## src/rtl/uart_tx.sv

```systemverilog
// uart_tx: valid/ready byte input, asynchronous serial frame output.
// Frame: start, 8 data bits LSB first, optional parity, 1 or 2 stops.
module uart_tx #(
   parameter int clk_mhz   = 50,
   parameter int baud      = 115200,
   parameter int parity    = 0,
   parameter int stop_bits = 1
) (
   input  logic       clk,
   input  logic       rst_n,
   input  logic [7:0] data,
   input  logic       valid,
   output logic       ready,
   output logic       tx,
   output logic       busy
);

   localparam int DIV = (clk_mhz * 1_000_000) / baud;
   localparam int CW  = $clog2(DIV);
   localparam logic [CW-1:0] LAST = CW'(DIV - 1);
   localparam bit PAR_EN   = (parity != 0);
   localparam bit PAR_ODD  = (parity == 2);
   localparam bit TWO_STOP = (stop_bits == 2);

   typedef enum logic [2:0] {
      S_IDLE,
      S_START,
      S_DATA,
      S_PARITY,
      S_STOP
   } state_e;

   state_e        state_q, state_d;
   logic [CW-1:0] cnt_q, cnt_d;
   logic [2:0]    idx_q, idx_d;
   logic          stop_q, stop_d;
   logic [7:0]    shift_q, shift_d;
   logic          par_q, par_d;
   logic          tx_q, tx_d;
   logic          ready_q, ready_d;
   logic          busy_q, busy_d;
   logic          accept;
   logic          bit_end;

   assign accept  = valid && ready_q;
   assign bit_end = (cnt_q == LAST);

   assign tx    = tx_q;
   assign ready = ready_q;
   assign busy  = busy_q;

   always_ff @(posedge clk or negedge rst_n) begin
      if (!rst_n) begin
         state_q <= S_IDLE;
         cnt_q   <= '0;
         idx_q   <= '0;
         stop_q  <= 1'b0;
         shift_q <= '0;
         par_q   <= 1'b0;
         tx_q    <= 1'b1;
         ready_q <= 1'b1;
         busy_q  <= 1'b0;
      end else begin
         state_q <= state_d;
         cnt_q   <= cnt_d;
         idx_q   <= idx_d;
         stop_q  <= stop_d;
         shift_q <= shift_d;
         par_q   <= par_d;
         tx_q    <= tx_d;
         ready_q <= ready_d;
         busy_q  <= busy_d;
      end
   end

   always_comb begin
      state_d = state_q;
      idx_d   = idx_q;
      stop_d  = stop_q;
      shift_d = shift_q;
      par_d   = par_q;
      // Counter reloads at every bit boundary and rests at zero in idle.
      if (state_q == S_IDLE || bit_end) begin
         cnt_d = '0;
      end else begin
         cnt_d = cnt_q + 1'b1;
      end
      unique case (state_q)
         S_IDLE: begin
            if (accept) begin
               state_d = S_START;
               shift_d = data;
               par_d   = ^data;
               idx_d   = '0;
               stop_d  = 1'b0;
            end
         end
         S_START: begin
            if (bit_end) begin
               state_d = S_DATA;
            end
         end
         S_DATA: begin
            if (bit_end) begin
               shift_d = {1'b0, shift_q[7:1]};
               idx_d   = idx_q + 1'b1;
               if (idx_q == 3'd7) begin
                  state_d = PAR_EN ? S_PARITY : S_STOP;
               end
            end
         end
         S_PARITY: begin
            if (bit_end) begin
               state_d = S_STOP;
            end
         end
         S_STOP: begin
            if (bit_end) begin
               if (!TWO_STOP || stop_q) begin
                  state_d = S_IDLE;
               end else begin
                  stop_d = 1'b1;
               end
            end
         end
         default: begin
            state_d = S_IDLE;
         end
      endcase
   end

   // Outputs follow the next state so they change on the same edge.
   always_comb begin
      tx_d    = 1'b1;
      ready_d = 1'b0;
      busy_d  = 1'b1;
      unique case (state_d)
         S_IDLE: begin
            ready_d = 1'b1;
            busy_d  = 1'b0;
         end
         S_START: begin
            tx_d = 1'b0;
         end
         S_DATA: begin
            tx_d = shift_d[0];
         end
         S_PARITY: begin
            tx_d = par_q ^ PAR_ODD;
         end
         S_STOP: begin
            tx_d = 1'b1;
         end
         default: begin
            tx_d = 1'b1;
         end
      endcase
   end

endmodule
```

## config.mk

```make
export PLATFORM = sky130hd
export DESIGN_NAME = uart_tx
export DESIGN_NICKNAME = d
export VERILOG_FILES = /design/src/rtl/uart_tx.sv
export SDC_FILE = /design/constraint.sdc
export NUM_CORES = 1
export LEC_CHECK = 0
export CELL_PAD_IN_SITES_DETAIL_PLACEMENT = 0
export CELL_PAD_IN_SITES_GLOBAL_PLACEMENT = 1
export CORE_MARGIN = 5
export CORE_UTILIZATION = 43
export DETAILED_ROUTE_END_ITERATION = 8
export GPL_TIMING_DRIVEN = 0
export PLACE_DENSITY_LB_ADDON = 0.08
export RECOVER_POWER = 50
export SLEW_MARGIN = 20
export SYNTH_ARGS = -nofsm -noshare
export SYNTH_HDL_FRONTEND = slang
export SYNTH_SLANG_ARGS = --single-unit
```

## constraint.sdc

```tcl
create_clock -name clk -period 2.2 [get_ports clk]
set_clock_uncertainty 0.05 [all_clocks]
set_input_delay 0.44 -clock clk [delete_from_list [all_inputs] [get_ports clk]]
set_output_delay 0.44 -clock clk [all_outputs]
set_load 0.005 [all_outputs]
```

== After elaboration in Yosys (flattened, before gate mapping) ==
Cells that the tools add are included.
Widths: inputs -> output; s select.

* Add/sub/neg operators: 2
* Eq/ne operators: 11
* Mux-type cells: 17
* Reductions and logical operators: 8

{| class="wikitable"
|+ Operators by type and width
! operator !! count
|-
| $mux 3 || 8
|-
| $mux 8 || 2
|-
| $pmux 8 s2 || 1
|-
| $pmux 3 s5 || 1
|-
| $eq 3x2->1 const B || 4
|-
| $add 9x1->9 const B || 1
|-
| $eq 9x9->1 const B || 1
|-
| $mux 9 || 1
|-
| $reduce_xor 8->1 || 1
|-
| $eq 3x1->1 const B || 2
|-
| $eq 3x3->1 const B || 2
|-
| $logic_not 3->1 || 2
|-
| $pmux 3 s2 || 1
|-
| $ne 2x2->1 const B || 2
|-
| $add 3x1->3 const B || 1
|-
| $pmux 1 s3 || 1
|-
| $reduce_and 3->1 || 1
|-
| $mux 1 || 2
|-
| $reduce_and 2->1 || 1
|-
| $reduce_bool 2->1 || 1
|-
| $logic_and 1x1->1 || 1
|-
| $logic_or 1x1->1 || 1
|}

* Flip-flop bits (word level): 27
* Input port bits: 11
* Output and inout port bits: 3
* Word-level logic and storage cells: 47

== Longest topological paths before layout ==
Gate-level depths: netlist of run 1.

* Depth after elaboration: 6
* Depth in mapped cells: 8
* Gate-level depth less buffers: 7

== Worst setup path before layout of run 1 ==
OpenSTA, ideal clock, no wires.

* Kind: register to register
* Start point: reg cnt_q[2]
* End point: reg idx_q[0]
* Arrival time: 1.703 ns
* Data required time: 2.025 ns
* Slack: 0.322 ns
* Cell stages (with the launch flop): 6
* Path buffers: 1
* Clock period less this slack: 1.878 ns
* Cell sequence: dfrtp_1 > or4b_4 > nor3b_2 > buf_4 > nor2_2 > mux2_2

* Longest elaborated chain between the ends: 3

{| class="wikitable"
|+ Ends and longest elaborated chain
! element !! RTL line !! text
|-
| from (decl) || 34 || <nowiki>logic [CW-1:0] cnt_q, cnt_d;</nowiki>
|-
| from (signal assigned) || 65 || <nowiki>cnt_q <= cnt_d;</nowiki>
|-
| $eq 9x9->1 || 46 || <nowiki>assign bit_end = (cnt_q == LAST);</nowiki>
|-
| $ne 2x2->1 (no source line) || -- ||
|-
| $reduce_and 3->1 (no source line) || -- ||
|-
| to (signal assigned) || 66 || <nowiki>idx_q <= idx_d;</nowiki>
|-
| to (decl) || 35 || <nowiki>logic [2:0] idx_q, idx_d;</nowiki>
|}

No other way between the ends.
A chain may end at the register's enable or synchronous reset.

== Worst setup path after layout of run 1 ==
Same ends and word-level chain as after synthesis.

==> flow_summary.yaml, run 1 <==
clock_tree:
  path_clk_slew_ns: 0.14
  cts_buffers: 3
  clk-insertion-delay-late_ns: 0.32
  post-cts-setup-buffers: 0
  post_cts_resized: 0
  cts_root_buf: "clkbuf_4"
  cts_tree: "yes"
  cts.sinks: 27
  cts_max_level: 1
  hold_buffers: 0
  clockBufferDepth: 2
yosys:
  synth.ff_latch_count: 27
  synth_cell_types: 30
  synth_area_sq_mm: 0.00131
  syn_nets: 142
  yosys_warnings: 0
  synth.avg_cell_area_sq_um: 10.3
  postSynthCellCount: 127
  yosysSeqAreaShare_pct: 52.0
drt:
  via_per_inst: 5.19
  drt-total-wl_um: 2250
  drtPass1Iterations: 4
  drc: 0
  wl_per_cell_um: 12.7
  dr_total_vias: 918
  drt-initial-drc-count: 27
  antenna_left: 0
finish:
  diodes: 0
  multi_input_area_sq_um: 592
  final_nets: 160
  final_util_pct: 50.3
  nFillCells: 281
  layout_common_cells: "dfrtp_1, nand2_1, nor2_1"
  syn_to_final_growth_pct: 14.7
  mostFrequentLayoutCell: "dfrtp_1"
  seqCellArea_sq_um: 678
  drive_gt1_share_pct: 10.4
placement:
  dpl_worst_slack_ns: 0.130
  gp_congestion: 0.707
  place.port_buffers: 13
  dp_hpwl_um: 1680
timing:
  fin_crit_sh_pct: 94.7
  rsz0062_at_grt: "no"
  hold_viol: 0
  fmax_mhz: 480
  finalSetupTns_ns: 0
  finalMaxSlewViolations: 0
  finalSetupViolations: 0
  timing.hold.ws_ns: 0.371
  tightest_slew_ns: 1.42
  slew_headroom_pct: 5.10
  setup_ws_ns: 0.117
  fin_crit_ns: 2.08
power:
  seqPwrFrac_pct: 58.2
  p_total_uw: 1230
  combPwrFrac_pct: 24.3
  switching_share_pct: 30.6
  power_switching_uw: 377
  power_frac_clock_pct: 17.5
  internal_power_uw: 854
  power_density_mw_per_mm2: 823
  leakagePower_uw: 0.000667
  peakVddDrop_mv: 0.343
floorplanning:
  start_util_pct: 43.8
  fp-row-count: 20
  dieWidth_um: 65.1
  ios: 14
  core_sq_mm: 0.00298
  dieArea_sq_mm: 0.00424
  die_height_um: 65.1
worst_setup_path:
  crit_path_end_kind: "flop"
  reg2reg_to: "idx_q[0]"
  cp-start-kind: "flop"
  critical_path_required_ns: 2.37
  cp_max_fo: 10
  reg2reg_slack_ns: 0.12
  cp_data_arrival_time_ns: 2.26
  crit_type: "reg2reg"
  r2r_cells: 5
  rr_startpoint: "cnt_q[2]"
global_routing:
  grt_pass1_vias: 903
  antenna_found_initial: 0
  grt_usage_pct: 12.0
  grt_overflow: 0
  grt_pass1_wl_um: 4030
  grt_max_degree: 28
outcome:
  status: "completed"
hold_path:
  worstHoldPathType: "in2async"
flow_run:
  drv.max_cap_violation_count: 0
-- worst max path at each step --
stage / startpoint / end / slack, ns / cells past startpoint
2_1_floorplan: cnt_q[2] / idx_q[0] / 0.32 / 5
3_3_place_gp: cnt_q[2] / idx_q[0] / 0.13 / 5
3_5_place_dp: cnt_q[2] / idx_q[0] / 0.13 / 5
4_1_cts: cnt_q[2] / idx_q[0] / 0.09 / 5
5_1_grt: cnt_q[2] / idx_q[0] / 0.05 / 5
6_report: cnt_q[2] / idx_q[0] / 0.12 / 5
-- final cells by class --
class | count | area share, %
plain buffers | 3 | 1.09
clock buffers | 4 | 1.76
flip-flops and latches | 27 | 45.3
inverters | 5 | 1.25
repair buffers | 13 | 8.28
multi-input cells | 92 | 39.5
well taps | 33 | 2.76
-- sequential cells by signal (all words and copies together), names as in the netlist --
name and count:
tx 1, par_q 1, state_q 3, idx_q 3
busy 1, ready 1, cnt_q 9, shift_q 8
-- cell families after synthesis --
kind of cell    Yosys count  synth area share (%)
compound gates           17                  10.1
flops                    27                  52.0
buf+inv                   8                  2.68
fa+ha+maj                 4                  3.84
xor+xnor                 14                  9.40
simple gates             56                  21.2
mux                       1                 0.863
-- power by group through the flow --
stage	Clock (uW)	Sequential, uW	Combinational [uW]
floorplan	0	710	211
global placement	0	724	298
detailed placement	0	728	307
CTS	229	718	307
global route	244	735	347
finish	215	717	299
-- cell usage after synthesis, drive strengths merged --
library cell	instances	share of area (%)
nand2	20	5.8
nor3	2	0.77
a22o	1	0.67
inv	5	1.4
nand2b	2	0.96
nor3b	4	3.1
or4b	1	1.1
and2	1	0.48
clkbuf	1	0.29
and3	1	0.48
ha	4	3.8
xnor2	12	8.1
nor2	17	5.1
o22ai	1	0.48
xor2	2	1.3
nand4	2	0.96
buf	2	0.96
mux2	1	0.86
or2	1	0.67
dfstp	2	4.0
dfrtp	25	48
a31o	2	2.0
nand3	5	1.9
a32o	1	0.77
o21ai	4	1.5
a22oi	8	4.6
-- worst max-delay path, cell delays in order (launching register included) --
cell and delay (ns):
dfrtp_1 0.46, or4b_4 0.57, nor3b_2 0.30, buf_4 0.22, nor2_2 0.11, mux2_2 0.28
-- metrics by stage --
stage | area, sq um | std cells
2_1_floorplan | 1310 | 127
3_3_place_gp | 1480 | 173
3_5_place_dp | 1470 | 173
4_1_cts | 1500 | 177
5_1_grt | 1500 | 177
6_report | 1500 | 177
-- routing by layer --
| layer | part of all wire (%) | global-route usage (%) | up-vias |
|---|---|---|---|
| met5 | 0 | 0 | - |
| met4 | 1.1 | 3.11 | 0 |
| met2 | 48 | 20.2 | 10 |
| met1 | 48 | 15.8 | 440 |
| met3 | 2.8 | 2.39 | 4 |
| li1 | - | - | 464 |
Power figures use the tool's default switching activity.
==> inputs of run 2 (changes only) <==
==> constraint.sdc (replaced) <==
create_clock -name clk -period 2.2 [get_ports clk]
set_clock_uncertainty 0.05 [all_clocks]
set_input_delay 0.33 -clock clk [delete_from_list [all_inputs] [get_ports clk]]
set_output_delay 0.33 -clock clk [all_outputs]
set_load 0.005 [all_outputs]
==> run 2 against run 1 <==
  * Non-clock buffer count up 1
  * Cell area increased by 0.67%
  * Clock power hardly changed
  * Count of clock-buffer cells in the layout did not move
  * Utilization is 0.34 points higher
  * First-iteration DRC count up 19%
  * Register-to-register slack is essentially flat
  * Critical path depth unchanged
  * Flip-flop and latch count unchanged
  * Wire length up 0.98%
  * Global-route usage increased by 0.073 points
  * Total power increased by 0.16%
==> flow_summary.yaml, run 2 (synthesis gave the netlist of run 1 again) <==
hold_path:
  hold_end: "shift_q[4]"
  hold_depth: 2
  worstHoldPathType: "reg2reg"
  hp-start: "shift_q[4]"
worst_setup_path:
  cp_data_arrival_time_ns: 2.26
  rr_startpoint: "cnt_q[2]"
  cp-start-kind: "flop"
  crit_type: "reg2reg"
  reg2reg_to: "idx_q[0]"
  reg2reg_slack_ns: 0.12
  r2r_cells: 5
  critical_path_required_ns: 2.38
  cp_max_fo: 10
  crit_path_end_kind: "flop"
clock_tree:
  clockBufferDepth: 2
  cts_tree: "yes"
  clk-insertion-delay-late_ns: 0.32
  cts_max_level: 1
  cts_buffers: 3
  path_clk_slew_ns: 0.14
  cts.sinks: 27
  post_cts_resized: 0
  cts_root_buf: "clkbuf_4"
drt:
  drt-total-wl_um: 2270
  drc: 0
  wl_per_cell_um: 12.8
  drtPass1Iterations: 4
  via_per_inst: 5.21
  drt-initial-drc-count: 32
  dr_total_vias: 927
  antenna_left: 0
finish:
  layout_common_cells: "dfrtp_1, nand2_1, nor2_1"
  multi_input_area_sq_um: 592
  seqCellArea_sq_um: 678
  largest_register: "cnt_q"
  syn_to_final_growth_pct: 15.4
  final_nets: 161
  largest_reg_flops: 9
  diodes: 0
  mostFrequentLayoutCell: "dfrtp_1"
  nFillCells: 280
  reg_top3: "cnt_q x9, shift_q x8"
  drive_gt1_share_pct: 10.3
timing:
  fin_crit_sh_pct: 94.6
  fmax_mhz: 480
  finalSetupViolations: 0
  slew_headroom_pct: 3.43
  timing.hold.ws_ns: 0.447
  finalSetupTns_ns: 0
  tightest_slew_ns: 1.45
  rsz0062_at_grt: "no"
  setup_ws_ns: 0.119
  hold_viol: 0
  finalMaxSlewViolations: 0
  fin_crit_ns: 2.08
floorplanning:
  dieWidth_um: 65.1
  core_sq_mm: 0.00298
  fp-row-count: 20
  dieArea_sq_mm: 0.00424
  die_height_um: 65.1
  start_util_pct: 43.8
  ios: 14
global_routing:
  grt_overflow: 0
  grt_pass1_wl_um: 4060
  antenna_found_initial: 0
  grt_usage_pct: 12.1
  grt_max_degree: 28
  grt_pass1_vias: 915
power:
  power_density_mw_per_mm2: 818
  combPwrFrac_pct: 24.4
  power_switching_uw: 378
  peakVddDrop_mv: 0.344
  power_frac_clock_pct: 17.5
  seqPwrFrac_pct: 58.1
  internal_power_uw: 855
  leakagePower_uw: 0.000671
  switching_share_pct: 30.6
placement:
  dp_hpwl_um: 1680
  dpl_worst_slack_ns: 0.130
  gp_congestion: 0.707
  place.port_buffers: 13
outcome:
  status: "completed"
flow_run:
  drv.max_cap_violation_count: 0
==> run 2: cell types whose count changed in the layout (fill, tap and decap cells not counted) <==
cell,change
dlygate4sd3_1,+1
==> run 2: worst max-delay path, stage by stage (launching register included) <==
cell and delay [ns]:
dfrtp_1 0.46, or4b_4 0.57, nor3b_2 0.30, buf_4 0.23, nor2_2 0.11, mux2_2 0.28
==> run 2: worst max-delay path by stage <==
stage	startpoint	cells past startpoint	to	slack, ns
CTS	cnt_q[2]	5	idx_q[0]	0.09
global placement	cnt_q[2]	5	idx_q[0]	0.13
detailed placement	cnt_q[2]	5	idx_q[0]	0.13
finish	cnt_q[2]	5	idx_q[0]	0.12
global route	cnt_q[2]	5	idx_q[0]	0.05
floorplan	cnt_q[2]	5	idx_q[0]	0.32
==> run 2: layer usage <==
layer	wire length (um)	global-route usage [%]	up-vias
li1	-	-	466
met1	1080	15.8	447
met2	1100	20.4	10
met3	65	2.39	4
met4	25	3.11	0
met5	0	0	-
==> run 2: stage by stage <==
| stage | std cells | util (%) | instance area [sq um] | power, uW |
|---|---|---|---|---|
| after floorplan | 127 | - | 1310 | 921 |
| after global placement | 173 | 49.6 | 1480 | 1020 |
| after detailed placement | 173 | 49.4 | 1470 | 1030 |
| after CTS | 178 | 50.6 | 1510 | 1260 |
| after global routing | 178 | 50.6 | 1510 | 1330 |
| final | 178 | 50.6 | 1510 | 1230 |
==> run 2: cell type report <==
| cell class | instances | share of cell area [%] |
|---|---|---|
| Timing Repair Buffer | 14 | 8.89 |
| Tap cell | 33 | 2.74 |
| Buffer | 3 | 1.08 |
| Inverter | 5 | 1.25 |
| Sequential cell | 27 | 45.0 |
| Clock buffer | 4 | 1.74 |
| Multi-Input combinational cell | 92 | 39.3 |
==> run 2: power groups by stage <==
stage | Combinational [uW] | Clock (uW) | Sequential [uW]
final | 301 | 215 | 717
after global routing | 349 | 244 | 735
after CTS | 309 | 229 | 718
after detailed placement | 307 | 0 | 728
after global placement | 298 | 0 | 724
after floorplan | 211 | 0 | 710
==> run 2: what timing repair did <==
item | 4_1_cts | 5_1_grt
buffers inserted | 0 | 0
hold buffers | 1 | 0
endpoints found under the hold margin | 25 | 0
setup endpoints to repair | 0 | 0
==> inputs of run 3 (changes only) <==
- CORE_ASPECT_RATIO: default -> 0.75
==> run 3 against run 2 <==
  * Setup slack better by 0.025 ns
  * Cell count rose by 2.2%
  * Worst hold slack lost 0.12 ns
  * Global-route usage barely moved
  * Flip-flop and latch count unchanged
  * Combinational power about the same
  * Clock power rose by 28%
  * Non-clock buffer count decreased by 1
  * Utilization rose by 1.2 points
  * Critical path type unchanged
  * Largest power group unchanged
==> flow_summary.yaml, run 3 (synthesis gave the netlist of run 1 again) <==
finish:
  nFillCells: 259
  syn_to_final_growth_pct: 16.6
  layout_common_cells: "dfrtp_1, nand2_1, nor2_1"
  largest_reg_flops: 9
  diodes: 0
  reg_top3: "cnt_q x9, shift_q x8"
  seqCellArea_sq_um: 678
  largest_register: "cnt_q"
  mostFrequentLayoutCell: "dfrtp_1"
  final_nets: 160
  multi_input_area_sq_um: 592
  design_area_sq_mm: 0.00152
  drive_gt1_share_pct: 10.4
timing:
  fmax_mhz: 486
  finalSetupTns_ns: 0
  slew_headroom_pct: 5.15
  rsz0062_at_grt: "no"
  tightest_slew_ns: 1.42
  setup_ws_ns: 0.144
  fin_crit_ns: 2.06
  timing.hold.ws_ns: 0.325
  fin_crit_sh_pct: 93.5
  finalSetupViolations: 0
  hold_viol: 0
  finalMaxSlewViolations: 0
power:
  seqPwrFrac_pct: 55.5
  p_total_uw: 1290
  power_switching_uw: 379
  power_density_mw_per_mm2: 849
  power_frac_clock_pct: 21.3
  leakagePower_uw: 0.000675
  internal_power_uw: 913
  peakVddDrop_mv: 0.423
  switching_share_pct: 29.3
  combPwrFrac_pct: 23.1
global_routing:
  grt_pass1_wl_um: 3930
  antenna_found_initial: 0
  grt_overflow: 0
  grt_pass1_vias: 878
  grt_max_degree: 28
  grt_usage_pct: 12.1
worst_setup_path:
  reg2reg_slack_ns: 0.14
  crit_path_end_kind: "flop"
  cp_data_arrival_time_ns: 2.17
  r2r_cells: 5
  critical_path_required_ns: 2.31
  cp-start-kind: "flop"
  rr_startpoint: "cnt_q[2]"
  cp_max_fo: 10
  crit_type: "reg2reg"
  reg2reg_to: "idx_q[0]"
placement:
  place_area_sq_mm: 0.00148
  place.port_buffers: 13
  dp_hpwl_um: 1730
  gp_congestion: 0.723
  dpl_worst_slack_ns: 0.151
floorplanning:
  fp-row-count: 17
  start_util_pct: 44.5
  core_sq_mm: 0.00294
  die_height_um: 57.7
  ios: 14
  dieWidth_um: 73.6
  dieArea_sq_mm: 0.00425
drt:
  antenna_left: 0
  wl_per_cell_um: 12.5
  dr_total_vias: 901
  drt-total-wl_um: 2280
  drc: 0
  drt-initial-drc-count: 32
  drtPass1Iterations: 4
  via_per_inst: 4.95
clock_tree:
  cts.sinks: 27
  cts_buffers: 3
  post_cts_resized: 0
  clk-insertion-delay-late_ns: 0.27
  cts_max_level: 1
  post-cts-setup-buffers: 0
  clockBufferDepth: 2
  path_clk_slew_ns: 0.09
  hold_buffers: 0
  cts_tree: "yes"
  cts_root_buf: "clkbuf_8"
outcome:
  status: "completed"
flow_run:
  drv.max_cap_violation_count: 0
hold_path:
  worstHoldPathType: "in2async"
==> run 3: worst max-delay path, stage by stage, from the launching register on <==
cell and delay, ns:
dfrtp_1 0.43, or4b_4 0.57, nor3b_2 0.28, buf_4 0.22
nor2_2 0.11, mux2_2 0.28
==> run 3: metrics by stage <==
step           instances  util (%)
2_1_floorplan        127         -
5_1_grt              182      51.8
3_5_place_dp         178      50.3
4_1_cts              182      51.9
3_3_place_gp         178      50.5
6_report             182      51.8
==> run 3: power groups by stage <==
stage / clock (uW) / sequential, uW / combinational (uW)
2_1_floorplan: 0 / 710 / 211
3_3_place_gp: 0 / 725 / 297
3_5_place_dp: 0 / 728 / 303
4_1_cts: 289 / 718 / 304
5_1_grt: 309 / 739 / 337
6_report: 276 / 718 / 299
==> run 3: metal layers <==
layer,global-route usage (%),vias to the layer above,share of wire (%)
li1,-,467,-
met1,17.6,415,52
met2,17.0,15,42
met3,4.16,4,4.7
met4,3.10,0,1.1
met5,0,-,0
==> run 3: worst max-delay path by stage <==
stage	from	end	slack, ns	depth (start not counted)
after floorplan	cnt_q[2]	idx_q[0]	0.32	5
after global placement	cnt_q[2]	idx_q[0]	0.14	5
after detailed placement	cnt_q[2]	idx_q[0]	0.15	5
after CTS	cnt_q[2]	idx_q[0]	0.14	5
after global routing	cnt_q[2]	idx_q[0]	0.06	5
final	cnt_q[2]	idx_q[0]	0.14	5
==> run 3: layout make-up <==
type	instances	share of cell area [%]
buffer	3	1.07
multi-input combinational	92	38.9
tap	38	3.12
inverter	5	1.23
timing repair buffer	13	8.14
clock buffer	4	2.96
sequential	27	44.6
==> RTL change 1: new RTL, settings of run 2 <==
The 5 states of `state_e` get a one-hot encoding in 5 bits.
--- a/src/rtl/uart_tx.sv
+++ b/src/rtl/uart_tx.sv
@@ -23,10 +23,10 @@
    localparam bit TWO_STOP = (stop_bits == 2);
 
-   typedef enum logic [2:0] {
-      S_IDLE,
-      S_START,
-      S_DATA,
-      S_PARITY,
-      S_STOP
+   typedef enum logic [4:0] {
+      S_IDLE   = 5'b00001,
+      S_START  = 5'b00010,
+      S_DATA   = 5'b00100,
+      S_PARITY = 5'b01000,
+      S_STOP   = 5'b10000
    } state_e;
 
Behaviour: same outputs for any inputs over 10 cycles, from zero or initial values and one cycle with rst_n low; not proved beyond that.
==> RTL change 1 against run 2 <==
  * Die area is 12% higher
  * Critical path depth rose by 1
  * Sequential share of layout area decreased by 3.0 points
  * Non-clock buffer count is 1 higher
  * Worst hold slack better by 0.0035 ns
  * Wire length rose by 18%
  * Worst setup slack gained 0.15 ns
  * Sequential cell count is 2 higher
  * Area after synthesis grew 14%
  * Cell area rose by 15%
  * Critical path type unchanged
  * Largest cell class unchanged
  * Highest routed layer unchanged
Power is not compared: it rests on default switching activity, and its combinational part moved more than twofold at a synthesized area within 25%.
==> RTL change 1: results (changes against run 2) <==
================================================================================
First-pass GRT wire length                                               4500 µm   +11%
Sequential share of the synthesized area                                   0.491   -0.0285
Half-perimeter wire length after placement                               1970 µm   +17%
Post-placement cell area                                             0.00167 mm²   +13%
Average wire length per cell after detail routing                        12.9 µm   +0.97%
Overall Global Routing Usage                                               0.134   +0.0131
Router iterations before antenna repair                                        5   +1
Detailed Route Iter0 Violations                                               86   +170%
Number of H-tree branching levels                                              2   +1
Syn Nets                                                                     155   +9.2%
Wire length on met2                                                      1210 µm   +9.4%
Final #Nets                                                                  176   +9.3%
Fraction of final layout cells with drive strength greater than 1          0.136   +0.0324
Wire length on met3                                                       116 µm   +78%
Unique masters post-synth                                                     37   +23%
CP Data Arrival Time                                                     2.08 ns   -0.18 ns
Routed length on met1                                                    1320 µm   +22%
Maximum number of pins on one net before global-route repair                  30   +7.1%
Via count of the first global-routing pass                                  1004   +9.7%
Count of fill cells added during filler insertion                            330   +18%
Area contributors post-synth                                        dfrtp_1 44%, xnor2_1 7.1%, dfstp_2 5.3%, nor2_1 5.1%, a222oi_1 4.7%
CTS clock-pin slew for the worst setup and hold paths                    0.09 ns   -0.05 ns
Max Fanout on Critical Path                                                    9   -1
Number of CTS-inserted buffers                                                 5   +2
Crit path max-delay cell type                                           a222oi_1
Result of the run                                                   finished, final reports clean
Slew at the pin with the worst max-slew slack                           0.636 ns   -0.813 ns
================================================================================
==> RTL change 1: cell count changes after synthesis, moves of 4 or more <==
cell	before	now
a222oi_1	0	7
a22oi_1	8	0
inv_1	5	13
nand2_1	20	11
nor2_1	16	20
o21ai_0	4	0
==> RTL change 1: path summary, 6_finish.rpt <==
path	slack (ns)	cells past startpoint	start	to
max in group asynchronous	1.18	2	rst_n	cnt_q[7]$_DFF_PN0_
hold reg to reg	0.45	2	shift_q[6]$_DFFE_PN0P_	shift_q[5]$_DFFE_PN0P_
min in group asynchronous	0.51	2	rst_n	shift_q[2]$_DFFE_PN0P_
hold / removal	0.45	2	shift_q[6]$_DFFE_PN0P_	shift_q[5]$_DFFE_PN0P_
setup reg to reg	0.27	6	cnt_q[0]$_DFF_PN0_	shift_q[0]$_DFF_PN0_
setup / recovery	0.27	6	cnt_q[0]$_DFF_PN0_	shift_q[0]$_DFF_PN0_
==> RTL change 1: logic make-up after synthesis <==
logic type / after synthesis / synth area share
and+or+nand+nor: 49 / 0.174
DFF: 29 / 0.491
AOI/OAI and AO/OA: 25 / 0.151
buffers and inverters: 17 / 0.0548
xor gates and xnor gates: 15 / 0.0885
adders and majority gates: 4 / 0.0337
muxes: 1 / 0.00758
==> RTL change 1: critical path: cells and delay by family (launching register included) <==
kind | cells | cell delay, ns
AND/OR/NAND/NOR | 3 | 0.52
AO/OA/AOI/OAI | 1 | 0.50
flip-flops | 1 | 0.43
adder cells (fa/ha/maj) | 1 | 0.22
buffers and inverters | 1 | 0.08
==> RTL change 1: metal layers <==
| metal | vias up | track usage |
|---|---|---|
| met3 | 5 | 0.0486 |
| li1 | 533 | - |
| met4 | 0 | 0.0730 |
| met2 | 25 | 0.206 |
| met5 | - | 0 |
| met1 | 503 | 0.162 |
==> RTL change 1: layout make-up <==
type	instances	area (µm²)	share of cell area
clock buffer	8	58.8	0.0339
buffer	4	32.5	0.0187
timing repair buffer	14	135	0.0778
inverter	13	48.8	0.0281
tap	46	57.6	0.0331
sequential	29	729	0.420
multi-input combinational	94	674	0.388
==> RTL change 1: per-stage QoR <==
step / utilization / power (µW) / cells / hold slack [ns]
after detailed placement: 0.500 / 1380 / 199 / 0.341
after CTS: 0.520 / 1720 / 208 / 0.456
final: 0.520 / 1700 / 208 / 0.450
after global placement: 0.501 / 1370 / 199 / 0.416
after floorplan: - / 1200 / 140 / -0.0156
after global routing: 0.520 / 1830 / 208 / 0.475
==> RTL change 1: report_power, final <==
part,leakage (µW),internal (µW),total [µW],switching [µW]
combinational,0.000363,279,608,328
clock,0.0000326,157,333,176
sequential,0.000381,674,756,81.5
==> RTL change 2: new RTL, flow settings as in run 2 <==
Without the edit above. Change the parameter `parity` from 0 to 1.
--- a/src/rtl/uart_tx.sv
+++ b/src/rtl/uart_tx.sv
@@ -4,5 +4,5 @@
    parameter int clk_mhz   = 50,
    parameter int baud      = 115200,
-   parameter int parity    = 0,
+   parameter int parity    = 1,
    parameter int stop_bits = 1
 ) (
Formal check against the unedited RTL: same outputs for any inputs over 10 cycles, from zero or initial values and one cycle with rst_n low; that may be too few to reach the edited logic, so the function may still have changed.
==> RTL change 2 against run 2 <==
  * Die area is 0.49% higher
  * Sequential power is 2.9% lower
  * Critical path depth is 1 lower
  * Count of clock-buffer cells in the layout is 1 lower
  * Area after synthesis is 0.58% higher
  * Power is 2.3% lower
  * Sequential share of layout area is 0.44 points lower
  * Sequential cell count stayed put
  * Wire length is 0.66% higher
  * Cell area is 1.0% higher
  * Worst setup slack better by 0.042 ns
  * Cell count is 2.8% higher
  * Largest cell class unchanged
==> RTL change 2: results (changes against run 2) <==
================================================================================
Detailed Route Iter0 Violations                                               24   -25%
Worst min-delay path class                                          register to register
Number of nets still failing antenna checks after routing                      0   unchanged
Synth Area per Inst                                                     9.94 µm²   -3.2%
Proportion of synthesized area in mux cells                               0.0238   +0.0152
Final Routed Wirelength                                                  2290 µm   +0.66%
Synthesized-area fraction occupied by adder cells                         0.0381   -0.000219
Xor and xnor fraction of the mapped netlist area                          0.0934   -0.000537
Clock Root Buffer                                                       clkbuf_4
Relative slew slack                                                       0.0361   +0.00182
Hold path startpoint                                                shift_q[5]$_DFFE_PN0P_
Routability congestion estimate                                            0.737   +4.2%
Worst setup slack after placement                                     -0.0807 ns   -0.210 ns
Switching Fraction                                                         0.308   +0.00169
Maximum number of pins on one net before global-route repair                  28   unchanged
Slack of the critical path                                              0.161 ns   +0.0421 ns
Yosys warns                                                                    0   unchanged
Max Fanout on Critical Path                                                    7   -3
Sequential share of the synthesized area                                   0.517   -0.00297
Area contributors post-synth                                        dfrtp_1 48%, xnor2_1 8.0%, nand2_1 7.1%, nor2_1 5.1%, a22oi_1 4.0%
Critical path class                                                 register to register
Number of H-tree branching levels                                              1   unchanged
Final count of pins violating max slew                                         0   unchanged
Router iterations before antenna repair                                        4   unchanged
Port buffer count                                                             13   unchanged
Register containing the most flip-flops in the final layout                cnt_q
Half-perimeter wire length after placement                               1640 µm   -2.2%
Syn Nets                                                                     147   +3.5%
Number of CTS-inserted buffers                                                 3   unchanged
Maximum VDD drop                                                          378 µV   +9.9%
Fraction of final layout cells with drive strength greater than 1         0.0867   -0.0168
Final #Nets                                                                  166   +3.1%
LEAKAGE                                                              0.000679 µW   +1.2%
Reg2reg path depth                                                             4   -1
Crit Reg-Reg Endpoint                                               idx_q[0]$_DFFE_PN0P_
Unique masters post-synth                                                     32   +6.7%
Overall Global Routing Usage                                               0.122   +0.000926
Worst hold endpoint                                                 shift_q[5]$_DFFE_PN0P_
Result of the run                                                   finished, final reports clean
Vias after detailed routing                                                  955   +3.0%
Cell depth of the worst hold path                                              2   unchanged
Non-filler instance count after layout                                       183   +2.8%
Diodes inserted                                                                0   unchanged
CP Data Arrival Time                                                     2.23 ns   -0.03 ns
Commonest cells in the netlist                                      25 x dfrtp_1, 25 x nand2_1, 18 x nor2_1
Area fraction in compound gates after synthesis                           0.0877   -0.0130
Insertion delay to the later sink of the worst-skew pair                 0.33 ns
Largest registers                                                   cnt_q: 9 flops, shift_q: 8 flops
First-pass GRT wire length                                               4110 µm   +1.4%
Number of setup buffers added after CTS                                        0   unchanged
CTS clock-pin slew for the worst setup and hold paths                    0.15 ns
================================================================================
## RTL change 2: changes by cell type after synthesis, sizes merged, moves of 2 or more
cell | before | now
nand2 | 20 | 25
nand3 | 5 | 3
clkbuf | 1 | 3
nor3b | 4 | 2
mux2i | 0 | 2
a31o | 2 | 0
## RTL change 2: area by class of cell
| type | instances | area (µm²) |
|---|---|---|
| Timing Repair Buffer | 14 | 134 |
| Fill cell | 282 | 1460 |
| Clock buffer | 3 | 22.5 |
| Sequential cell | 27 | 678 |
| Multi-Input combinational cell | 96 | 604 |
| Tap cell | 33 | 41.3 |
| Clock inverter | 1 | 5.00 |
| Inverter | 5 | 18.8 |
| Buffer | 4 | 17.5 |
## RTL change 2: critical path, stage by stage, from the launching register on
cell and delay [ns]:
dfrtp_1 0.45, or4b_4 0.60, nor3_4 0.35, nor2_1 0.20, mux2_2 0.30
## RTL change 2: metrics by stage
step                      hold slack (ns)  cell area [µm²]  power [µW]
after floorplan                   -0.0156             1310         887
after global placement              0.410             1480         994
after detailed placement            0.332             1480        1000
after CTS                           0.454             1520        1220
after global routing                0.492             1520        1300
final                               0.449             1520        1200
## RTL change 2: power groups by stage
stage	combinational, µW	sequential [µW]	clock, µW
floorplan	197	690	0
global placement	290	704	0
detailed placement	292	708	0
CTS	296	697	230
global route	335	715	249
finish	289	696	219
## RTL change 2: per-layer routing
| layer | global-route usage | wire length, µm | up-vias |
|---|---|---|---|
| met2 | 0.214 | 1080 | 10 |
| met3 | 0.0274 | 71 | 2 |
| met5 | 0 | 0 | - |
| met4 | 0.0311 | 17 | 0 |
| li1 | - | - | 480 |
| met1 | 0.150 | 1120 | 463 |
## RTL change 2: what timing repair did
item	in CTS	in global routing
endpoints found under the hold margin	25	0
setup endpoints to repair	0	1
gates resized for setup	0	2
hold buffers	1	0
